### config.mk
export PLATFORM = sky130hd
export DESIGN_NAME = mem_bus_arbiter_flat
export DESIGN_NICKNAME = d
export VERILOG_FILES = /design/src/rtl/mem_bus_pkg.sv /design/src/rtl/mem_bus_arbiter_if.sv /design/src/rtl/mem_bus_arbiter_rr_select.sv /design/src/rtl/mem_bus_arbiter.sv /design/src/flat_wrapper.sv
export SDC_FILE = /design/constraint.sdc
export NUM_CORES = 1
export LEC_CHECK = 0
export ABC_AREA = 1
export CELL_PAD_IN_SITES_DETAIL_PLACEMENT = 1
export CELL_PAD_IN_SITES_GLOBAL_PLACEMENT = 1
export CORE_MARGIN = 1
export CORE_UTILIZATION = 25
export DETAILED_ROUTE_END_ITERATION = 10
export GPL_TIMING_DRIVEN = 1
export PLACE_DENSITY_LB_ADDON = 0.1
export REMOVE_ABC_BUFFERS = 1
export SETUP_SLACK_MARGIN = 0.2
export SYNTH_ARGS = -nofsm -noshare
export SYNTH_HDL_FRONTEND = slang
export SYNTH_HIERARCHICAL = 1
export SYNTH_SLANG_ARGS = --single-unit
### constraint.sdc
create_clock -name clk -period 1.3 [get_ports clk]
set_input_delay 0.26 -clock clk [delete_from_list [all_inputs] [get_ports clk]]
set_output_delay 0.26 -clock clk [all_outputs]
set_load 0.005 [all_outputs]
### src/rtl/mem_bus_pkg.sv
// Shared types and default widths for the external-memory arbiter and the caches.
package mem_bus_pkg;

  localparam int DEF_ADDR_W = 9;
  localparam int DEF_DATA_W = 8;

  typedef enum logic [1:0] {
    IDLE   = 2'd0,
    ACCESS = 2'd1,
    DONE   = 2'd2
  } arb_state_t;

endpackage

### src/rtl/mem_bus_arbiter_if.sv
// Cache-side request/grant bus plus external-memory port of the arbiter.
// slave = arbiter view, master = caches and memory view.
interface mem_bus_arbiter_if #(
  parameter int NUM_REQ = 2,
  parameter int ADDR_W  = mem_bus_pkg::DEF_ADDR_W,
  parameter int DATA_W  = mem_bus_pkg::DEF_DATA_W
);
  logic [NUM_REQ-1:0]        req;
  logic [NUM_REQ*ADDR_W-1:0] req_addr;
  logic [NUM_REQ-1:0]        req_rw;
  logic [NUM_REQ*DATA_W-1:0] req_wdata;
  logic [NUM_REQ-1:0]        gnt;
  logic [NUM_REQ-1:0]        done;
  logic [DATA_W-1:0]         rdata;
  logic                      ext_mem_en;
  logic [ADDR_W-1:0]         ext_mem_addr;
  logic                      ext_mem_rw;
  logic [DATA_W-1:0]         ext_mem_data_in;
  logic [DATA_W-1:0]         ext_mem_data_out;

  modport slave (
    input  req, req_addr, req_rw, req_wdata, ext_mem_data_out,
    output gnt, done, rdata, ext_mem_en, ext_mem_addr, ext_mem_rw, ext_mem_data_in
  );

  modport master (
    output req, req_addr, req_rw, req_wdata, ext_mem_data_out,
    input  gnt, done, rdata, ext_mem_en, ext_mem_addr, ext_mem_rw, ext_mem_data_in
  );
endinterface

### src/rtl/mem_bus_arbiter_rr_select.sv
// Combinational winner select: round-robin from rr_ptr, or a lowest-index-wins
// priority encoder when ARB_FIXED_PRIO_EN is defined (rr_ptr port then disappears).
module rr_select #(
  parameter int NUM_REQ = 2,
  parameter int PTR_W   = $clog2(NUM_REQ)
) (
  input  logic [NUM_REQ-1:0] req,
`ifndef ARB_FIXED_PRIO_EN
  input  logic [PTR_W-1:0]   rr_ptr,
`endif
  output logic [NUM_REQ-1:0] win_onehot,
  output logic [PTR_W-1:0]   win_idx,
  output logic               win_valid
);

`ifdef ARB_FIXED_PRIO_EN
  always_comb begin
    win_onehot = '0;
    win_idx    = '0;
    win_valid  = 1'b0;
    // Scan downwards so the lowest requesting index is the last one written.
    for (int i = NUM_REQ - 1; i >= 0; i--) begin
      if (req[i]) begin
        win_onehot    = '0;
        win_onehot[i] = 1'b1;
        win_idx       = PTR_W'(i);
        win_valid     = 1'b1;
      end
    end
  end
`else
  int idx;

  always_comb begin
    win_onehot = '0;
    win_idx    = '0;
    win_valid  = 1'b0;
    idx        = 0;
    for (int k = 0; k < NUM_REQ; k++) begin
      idx = int'(rr_ptr) + k;
      if (idx >= NUM_REQ) idx = idx - NUM_REQ;
      if (!win_valid && req[idx[PTR_W-1:0]]) begin
        win_onehot[idx[PTR_W-1:0]] = 1'b1;
        win_idx                    = idx[PTR_W-1:0];
        win_valid                  = 1'b1;
      end
    end
  end
`endif

endmodule

### src/rtl/mem_bus_arbiter.sv
// Shares one fixed-latency external-memory port among NUM_REQ cache requesters.
// Build option: ARB_FIXED_PRIO_EN selects fixed priority instead of round-robin.
//
// state  | meaning
// IDLE   | no owner; pick a winner from req and latch its address/rw/wdata
// ACCESS | ext_mem_en high for MEM_LAT cycles, read data captured on the last
// DONE   | done pulse to the owner, grant still held, memory strobe off
module mem_bus_arbiter
  import mem_bus_pkg::*;
#(
  parameter int NUM_REQ = 2,
  parameter int ADDR_W  = DEF_ADDR_W,
  parameter int DATA_W  = DEF_DATA_W,
  parameter int MEM_LAT = 2
) (
  input logic              clk,
  input logic              reset,
  mem_bus_arbiter_if.slave bus
);

  localparam int PTR_W = $clog2(NUM_REQ);
  localparam int LAT_W = (MEM_LAT > 1) ? $clog2(MEM_LAT) : 1;

  localparam logic [1:0] ST_IDLE   = IDLE;
  localparam logic [1:0] ST_ACCESS = ACCESS;
  localparam logic [1:0] ST_DONE   = DONE;

  logic [1:0]         state;
  logic [LAT_W-1:0]   lat_cnt;
  logic [NUM_REQ-1:0] gnt_q;
  logic [NUM_REQ-1:0] done_q;
  logic [DATA_W-1:0]  rdata_q;
  logic               mem_en_q;
  logic [ADDR_W-1:0]  mem_addr_q;
  logic               mem_rw_q;
  logic [DATA_W-1:0]  mem_wdata_q;

  logic [NUM_REQ-1:0] win_onehot;
  logic [PTR_W-1:0]   win_idx;
  logic               win_valid;

`ifdef ARB_FIXED_PRIO_EN
  rr_select #(.NUM_REQ(NUM_REQ), .PTR_W(PTR_W)) u_select (
    .req        (bus.req),
    .win_onehot (win_onehot),
    .win_idx    (win_idx),
    .win_valid  (win_valid)
  );
`else
  logic [PTR_W-1:0] rr_ptr;
  logic [PTR_W-1:0] rr_ptr_next;

  rr_select #(.NUM_REQ(NUM_REQ), .PTR_W(PTR_W)) u_select (
    .req        (bus.req),
    .rr_ptr     (rr_ptr),
    .win_onehot (win_onehot),
    .win_idx    (win_idx),
    .win_valid  (win_valid)
  );

  assign rr_ptr_next = (win_idx == PTR_W'(NUM_REQ - 1)) ? '0 : win_idx + 1'b1;
`endif

  always_ff @(posedge clk) begin
    if (reset) begin
      state       <= ST_IDLE;
      lat_cnt     <= '0;
      gnt_q       <= '0;
      done_q      <= '0;
      rdata_q     <= '0;
      mem_en_q    <= 1'b0;
      mem_addr_q  <= '0;
      mem_rw_q    <= 1'b0;
      mem_wdata_q <= '0;
`ifndef ARB_FIXED_PRIO_EN
      rr_ptr      <= '0;
`endif
    end else begin
      case (state)
        ST_IDLE: begin
          if (win_valid) begin
            state       <= ST_ACCESS;
            gnt_q       <= win_onehot;
            mem_en_q    <= 1'b1;
            mem_addr_q  <= bus.req_addr[int'(win_idx)*ADDR_W +: ADDR_W];
            mem_rw_q    <= bus.req_rw[win_idx];
            mem_wdata_q <= bus.req_wdata[int'(win_idx)*DATA_W +: DATA_W];
            lat_cnt     <= LAT_W'(MEM_LAT - 1);
`ifndef ARB_FIXED_PRIO_EN
            rr_ptr      <= rr_ptr_next;
`endif
          end
        end
        ST_ACCESS: begin
          // Memory data is only guaranteed valid in the last strobe cycle.
          if (lat_cnt == '0) begin
            state    <= ST_DONE;
            mem_en_q <= 1'b0;
            done_q   <= gnt_q;
            if (!mem_rw_q) rdata_q <= bus.ext_mem_data_out;
          end else begin
            lat_cnt <= lat_cnt - 1'b1;
          end
        end
        ST_DONE: begin
          state  <= ST_IDLE;
          gnt_q  <= '0;
          done_q <= '0;
        end
        default: state <= ST_IDLE;
      endcase
    end
  end

  assign bus.gnt             = gnt_q;
  assign bus.done            = done_q;
  assign bus.rdata           = rdata_q;
  assign bus.ext_mem_en      = mem_en_q;
  assign bus.ext_mem_addr    = mem_addr_q;
  assign bus.ext_mem_rw      = mem_rw_q;
  assign bus.ext_mem_data_in = mem_wdata_q;

endmodule
### src/flat_wrapper.sv
// flat-port wrapper written by rule: the top's interface ports become plain ports
module mem_bus_arbiter_flat import mem_bus_pkg::*;
#(
  parameter int NUM_REQ = 2,
  parameter int ADDR_W  = DEF_ADDR_W,
  parameter int DATA_W  = DEF_DATA_W,
  parameter int MEM_LAT = 2
)
  (clk, reset, bus_req, bus_req_addr, bus_req_rw, bus_req_wdata, bus_ext_mem_data_out, bus_gnt, bus_done, bus_rdata, bus_ext_mem_en, bus_ext_mem_addr, bus_ext_mem_rw, bus_ext_mem_data_in);
  mem_bus_arbiter_if #(.NUM_REQ(NUM_REQ), .ADDR_W(ADDR_W), .DATA_W(DATA_W)) bus_i ();
  input logic clk;
  input logic reset;
  input wire logic [$bits(bus_i.req)-1:0] bus_req;
  input wire logic [$bits(bus_i.req_addr)-1:0] bus_req_addr;
  input wire logic [$bits(bus_i.req_rw)-1:0] bus_req_rw;
  input wire logic [$bits(bus_i.req_wdata)-1:0] bus_req_wdata;
  input wire logic [$bits(bus_i.ext_mem_data_out)-1:0] bus_ext_mem_data_out;
  output wire logic [$bits(bus_i.gnt)-1:0] bus_gnt;
  output wire logic [$bits(bus_i.done)-1:0] bus_done;
  output wire logic [$bits(bus_i.rdata)-1:0] bus_rdata;
  output wire logic [$bits(bus_i.ext_mem_en)-1:0] bus_ext_mem_en;
  output wire logic [$bits(bus_i.ext_mem_addr)-1:0] bus_ext_mem_addr;
  output wire logic [$bits(bus_i.ext_mem_rw)-1:0] bus_ext_mem_rw;
  output wire logic [$bits(bus_i.ext_mem_data_in)-1:0] bus_ext_mem_data_in;
  assign bus_i.req = bus_req;
  assign bus_i.req_addr = bus_req_addr;
  assign bus_i.req_rw = bus_req_rw;
  assign bus_i.req_wdata = bus_req_wdata;
  assign bus_i.ext_mem_data_out = bus_ext_mem_data_out;
  assign bus_gnt = bus_i.gnt;
  assign bus_done = bus_i.done;
  assign bus_rdata = bus_i.rdata;
  assign bus_ext_mem_en = bus_i.ext_mem_en;
  assign bus_ext_mem_addr = bus_i.ext_mem_addr;
  assign bus_ext_mem_rw = bus_i.ext_mem_rw;
  assign bus_ext_mem_data_in = bus_i.ext_mem_data_in;
  mem_bus_arbiter #(.NUM_REQ(NUM_REQ), .ADDR_W(ADDR_W), .DATA_W(DATA_W), .MEM_LAT(MEM_LAT)) u_core (.clk(clk), .reset(reset), .bus(bus_i));
endmodule
==> summary.md <==
| Metric | Value |
|---|---|
| Status | finished, final reports clean |
| Vias in the first global route | 1835 |
| CTS buffer count | 5 |
| Highest Clock Rate | 848 MHz |
| H-tree depth | 2 |
| Hold Path Origin | bus_req[1] |
| Worst flop-to-flop path endpoint | u_core/bus.ext_mem_addr[4]$_SDFFE_PP0P_ |
| Largest net degree at the start of global routing | 23 |
| Seq/Total Area, Yosys | 40.3% |
| Final WL | 5080 um |
| Ratio of cells with drive above 1 in the final layout | 30.1% |
| Worst-Margin Slew | 0.242 ns |
| Starting density of the core | 25.7% |
| Routed Antenna Nets | 0 |
| Count of input and output buffers | 78 |
| Clock Sinks | 35 |
| Ant. Diodes | 0 |
| Worst hold path type | in2reg |
| Post-Syn Area | 1740 um^2 |
| Critical Path AT | 1.40 ns |
| CTS tree | done |
| Total power | 3.28 mW |
| Synth Area in XOR/XNOR | 0% |
| Clock Skew | 0.0117 ns |
| Worst Hold Depth | 4 |
| R2R cell count | 8 |
| Final HPWL DP | 3380 um |
| Drt first pass iters | 4 |
| WP data required | 1.52 ns |
| Crit Reg-Reg Startpoint | u_core/rr_ptr$_SDFFE_PP0P_ |
| Total Routing Usage GR | 14.1% |
| Post-Synth Adder-Cell Area | 0% |
| IO Pins | 79 |
| Post-synthesis sequential element count | 35 |
| Die H | 85.4 um |
| Final nets | 413 |
| Reg2Reg Setup Slack | 0.12 ns |
| Leakage | 1.40 nW |
| Peak fanout along the critical path | 4 |
| Bufs on Longest Clock Path | 2 |
| Clk Latency, worst-skew pair | 0.29 ns |
| DRC errors left | 0 |
| Via count | 1914 |
| Routed vias/inst | 4.29 |
| Maximum VDD drop | 387 uV |
| Synth warn | 6 |
| WHS Endpoint | u_core/bus.gnt[0]$_SDFFE_PP0P_ |
| Initial drt markers | 67 |
| Mux contribution to synthesized area | 0% |
| CTS clk-pin slew, worst paths | 0.08 ns |
| Max Cap Violations | 0 |
| Wire length per cell | 11.4 um |
| RD Place Congestion | 0.677 |
| Post-Synth Simple-Gate Area | 32.9% |
| Type of origin of the critical path | flop |
| Layout Area Growth over Synthesis | 64.2% |
| Final Util | 42.3% |
| CORE AREA | 6760 um^2 |
| Worst Setup SP | u_core/rr_ptr$_SDFFE_PP0P_ |
| Syn Inst Count | 275 |
| Max-slew violation count | 0 |
| Tcrit/Tclk final | 90.8% |
| Slew margin rel. | 83.7% |
| CTS Root Cell | clkbuf_8 |
| Min Clock Period, post-route | 1.18 ns |
| Final hold violations | 0 |
| RSZ-0062 raised after global routing | true |
| Rows | 30 |
| Count of different cell masters after synthesis | 16 |
| Gr ovfl total | 0 |
| Mean Syn Cell Area | 6.32 um^2 |
| Crit Path Category | reg2reg |
| Die area | 7290 um^2 |
| Crit. End Element | flop |
| Final setup vio count | 0 |
| Largest family of logic cells by synthesized area | simple AND/OR/NAND/NOR gates |
| Filler Cells Inserted | 871 |
| First-pass GRT wire length | 8080 um |
| Initial antenna violation count | 0 |
| Die W | 85.4 um |
| Post-synthesis compound-gate area fraction | 11.0% |
| PwrDens | 1150 nW/um^2 |
[how the worst max path moves through the flow]
stage	end	slack [ns]	cells after the start
2_1_floorplan	u_core/bus.ext_mem_addr[0]$_SDFFE_PP0P_	-0.75	5
4_1_cts	u_core/bus.ext_mem_addr[4]$_SDFFE_PP0P_	0.07	8
5_1_grt	u_core/bus.ext_mem_data_in[4]$_SDFFE_PP0P_	0.03	8
3_5_place_dp	u_core/bus.ext_mem_addr[3]$_SDFFE_PP0P_	-0.32	7
6_report	u_core/bus.ext_mem_addr[4]$_SDFFE_PP0P_	0.12	8
3_3_place_gp	u_core/bus.ext_mem_data_in[7]$_SDFFE_PP0P_	-0.26	7
[where the power goes]
| group | total [mW] | internal [mW] | leakage (nW) | switching [mW] |
|---|---|---|---|---|
| clock network | 1.03 | 0.621 | 0.0612 | 0.409 |
| logic | 0.953 | 0.500 | 1.04 | 0.453 |
| registers | 1.29 | 1.22 | 0.301 | 0.0721 |
| total | 3.28 | 2.34 | 1.40 | 0.935 |
[cell families (layout without fill, tap and decap cells)]
group,Yosys count,after routing
flip-flops,35,35
AO/OA/AOI/OAI,36,36
AND/OR/NAND/NOR,140,140
buffers and inverters,64,155
[synthesized netlist by cell type, drive strengths merged]
library cell | instances | area, um^2
nand2 | 75 | 289
buf | 10 | 71.3
inv | 51 | 191
clkbuf | 3 | 11.3
nor2 | 49 | 199
dfxtp | 35 | 701
a21oi | 17 | 96.4
nand3b | 2 | 15.0
nand3 | 14 | 70.1
o21ai | 19 | 95.1
[flip-flops by register name, summed over array words and instances, names as in the netlist]
register                    flops
u_core/bus.ext_mem_en           1
u_core/bus.rdata                8
u_core/bus.ext_mem_data_in      8
u_core/bus.ext_mem_rw           1
u_core/bus.gnt                  2
u_core/state                    2
u_core/lat_cnt                  1
u_core/bus.ext_mem_addr         9
u_core/bus.done                 2
u_core/rr_ptr                   1
[worst max-delay path: stages, from the launching register on]
cell and delay [ns]:
dfxtp_2 0.34, inv_2 0.05, a21oi_4 0.18, buf_12 0.16, clkbuf_16 0.14, nand2_2 0.05, o21ai_1 0.07, nor2_1 0.06
nor2_1 0.07
[layout by cell type (no fill, tap or decap)]
cell	instances
clkbuf_2	23
a21oi_2	3
dfxtp_2	34
nand2_2	5
clkbuf_16	2
inv_2	3
buf_2	7
buf_12	6
nor2_1	47
clkdlybuf4s50_1	45
inv_1	48
buf_4	8
nand2_1	69
nand3_1	14
o21ai_0	10
nand2_4	1
buf_16	1
a21oi_1	13
bufinv_16	1
nand3b_1	2
clkbuf_8	6
buf_6	1
dlygate4sd2_1	2
a21oi_4	1
dfxtp_1	1
o21ai_1	4
nor2_4	2
clkdlybuf4s15_1	1
clkinv_2	1
o21ai_2	5
[layout make-up]
type	instances	area [um^2]	area share (%)
Timing Repair Buffer	96	897	31.4
Sequential cell	35	743	26.0
Inverter	51	191	6.70
Multi-Input combinational cell	176	807	28.3
Tap cell	80	100	3.50
Clock buffer	6	82.6	2.89
Clock inverter	2	35.0	1.23
[timing repair]
item / CTS / global route
gates cloned: 1 / 3
gates resized for setup: 104 / 55
hold buffers: 0 / 0
buffers inserted: 5 / 1
endpoints found under the setup margin: 63 / 59
pin swaps: 2 / 21
[per-layer routing]
| layer | wire length (um) | GRT usage [%] | vias up |
|---|---|---|---|
| met5 | 0 | 0 | - |
| met4 | 32 | 4.09 | 0 |
| met3 | 318 | 5.16 | 2 |
| met2 | 2470 | 23.9 | 55 |
| met1 | 2260 | 16.7 | 857 |
| li1 | - | - | 1000 |
[through the flow]
step                setup WS [ns]  cell area [um^2]  hold WS (ns)  TNS, ns  instances
floorplan                  -0.751              1660         0.322   -14.15        262
global placement           -0.257              2650         0.464    -4.81        428
detailed placement         -0.317              2650         0.467    -5.59        428
CTS                        0.0704              2900         0.450        0        442
global route               0.0305              2860         0.455        0        446
finish                      0.120              2860         0.453        0        446
Note: power is estimated with default switching activity, not from simulation.
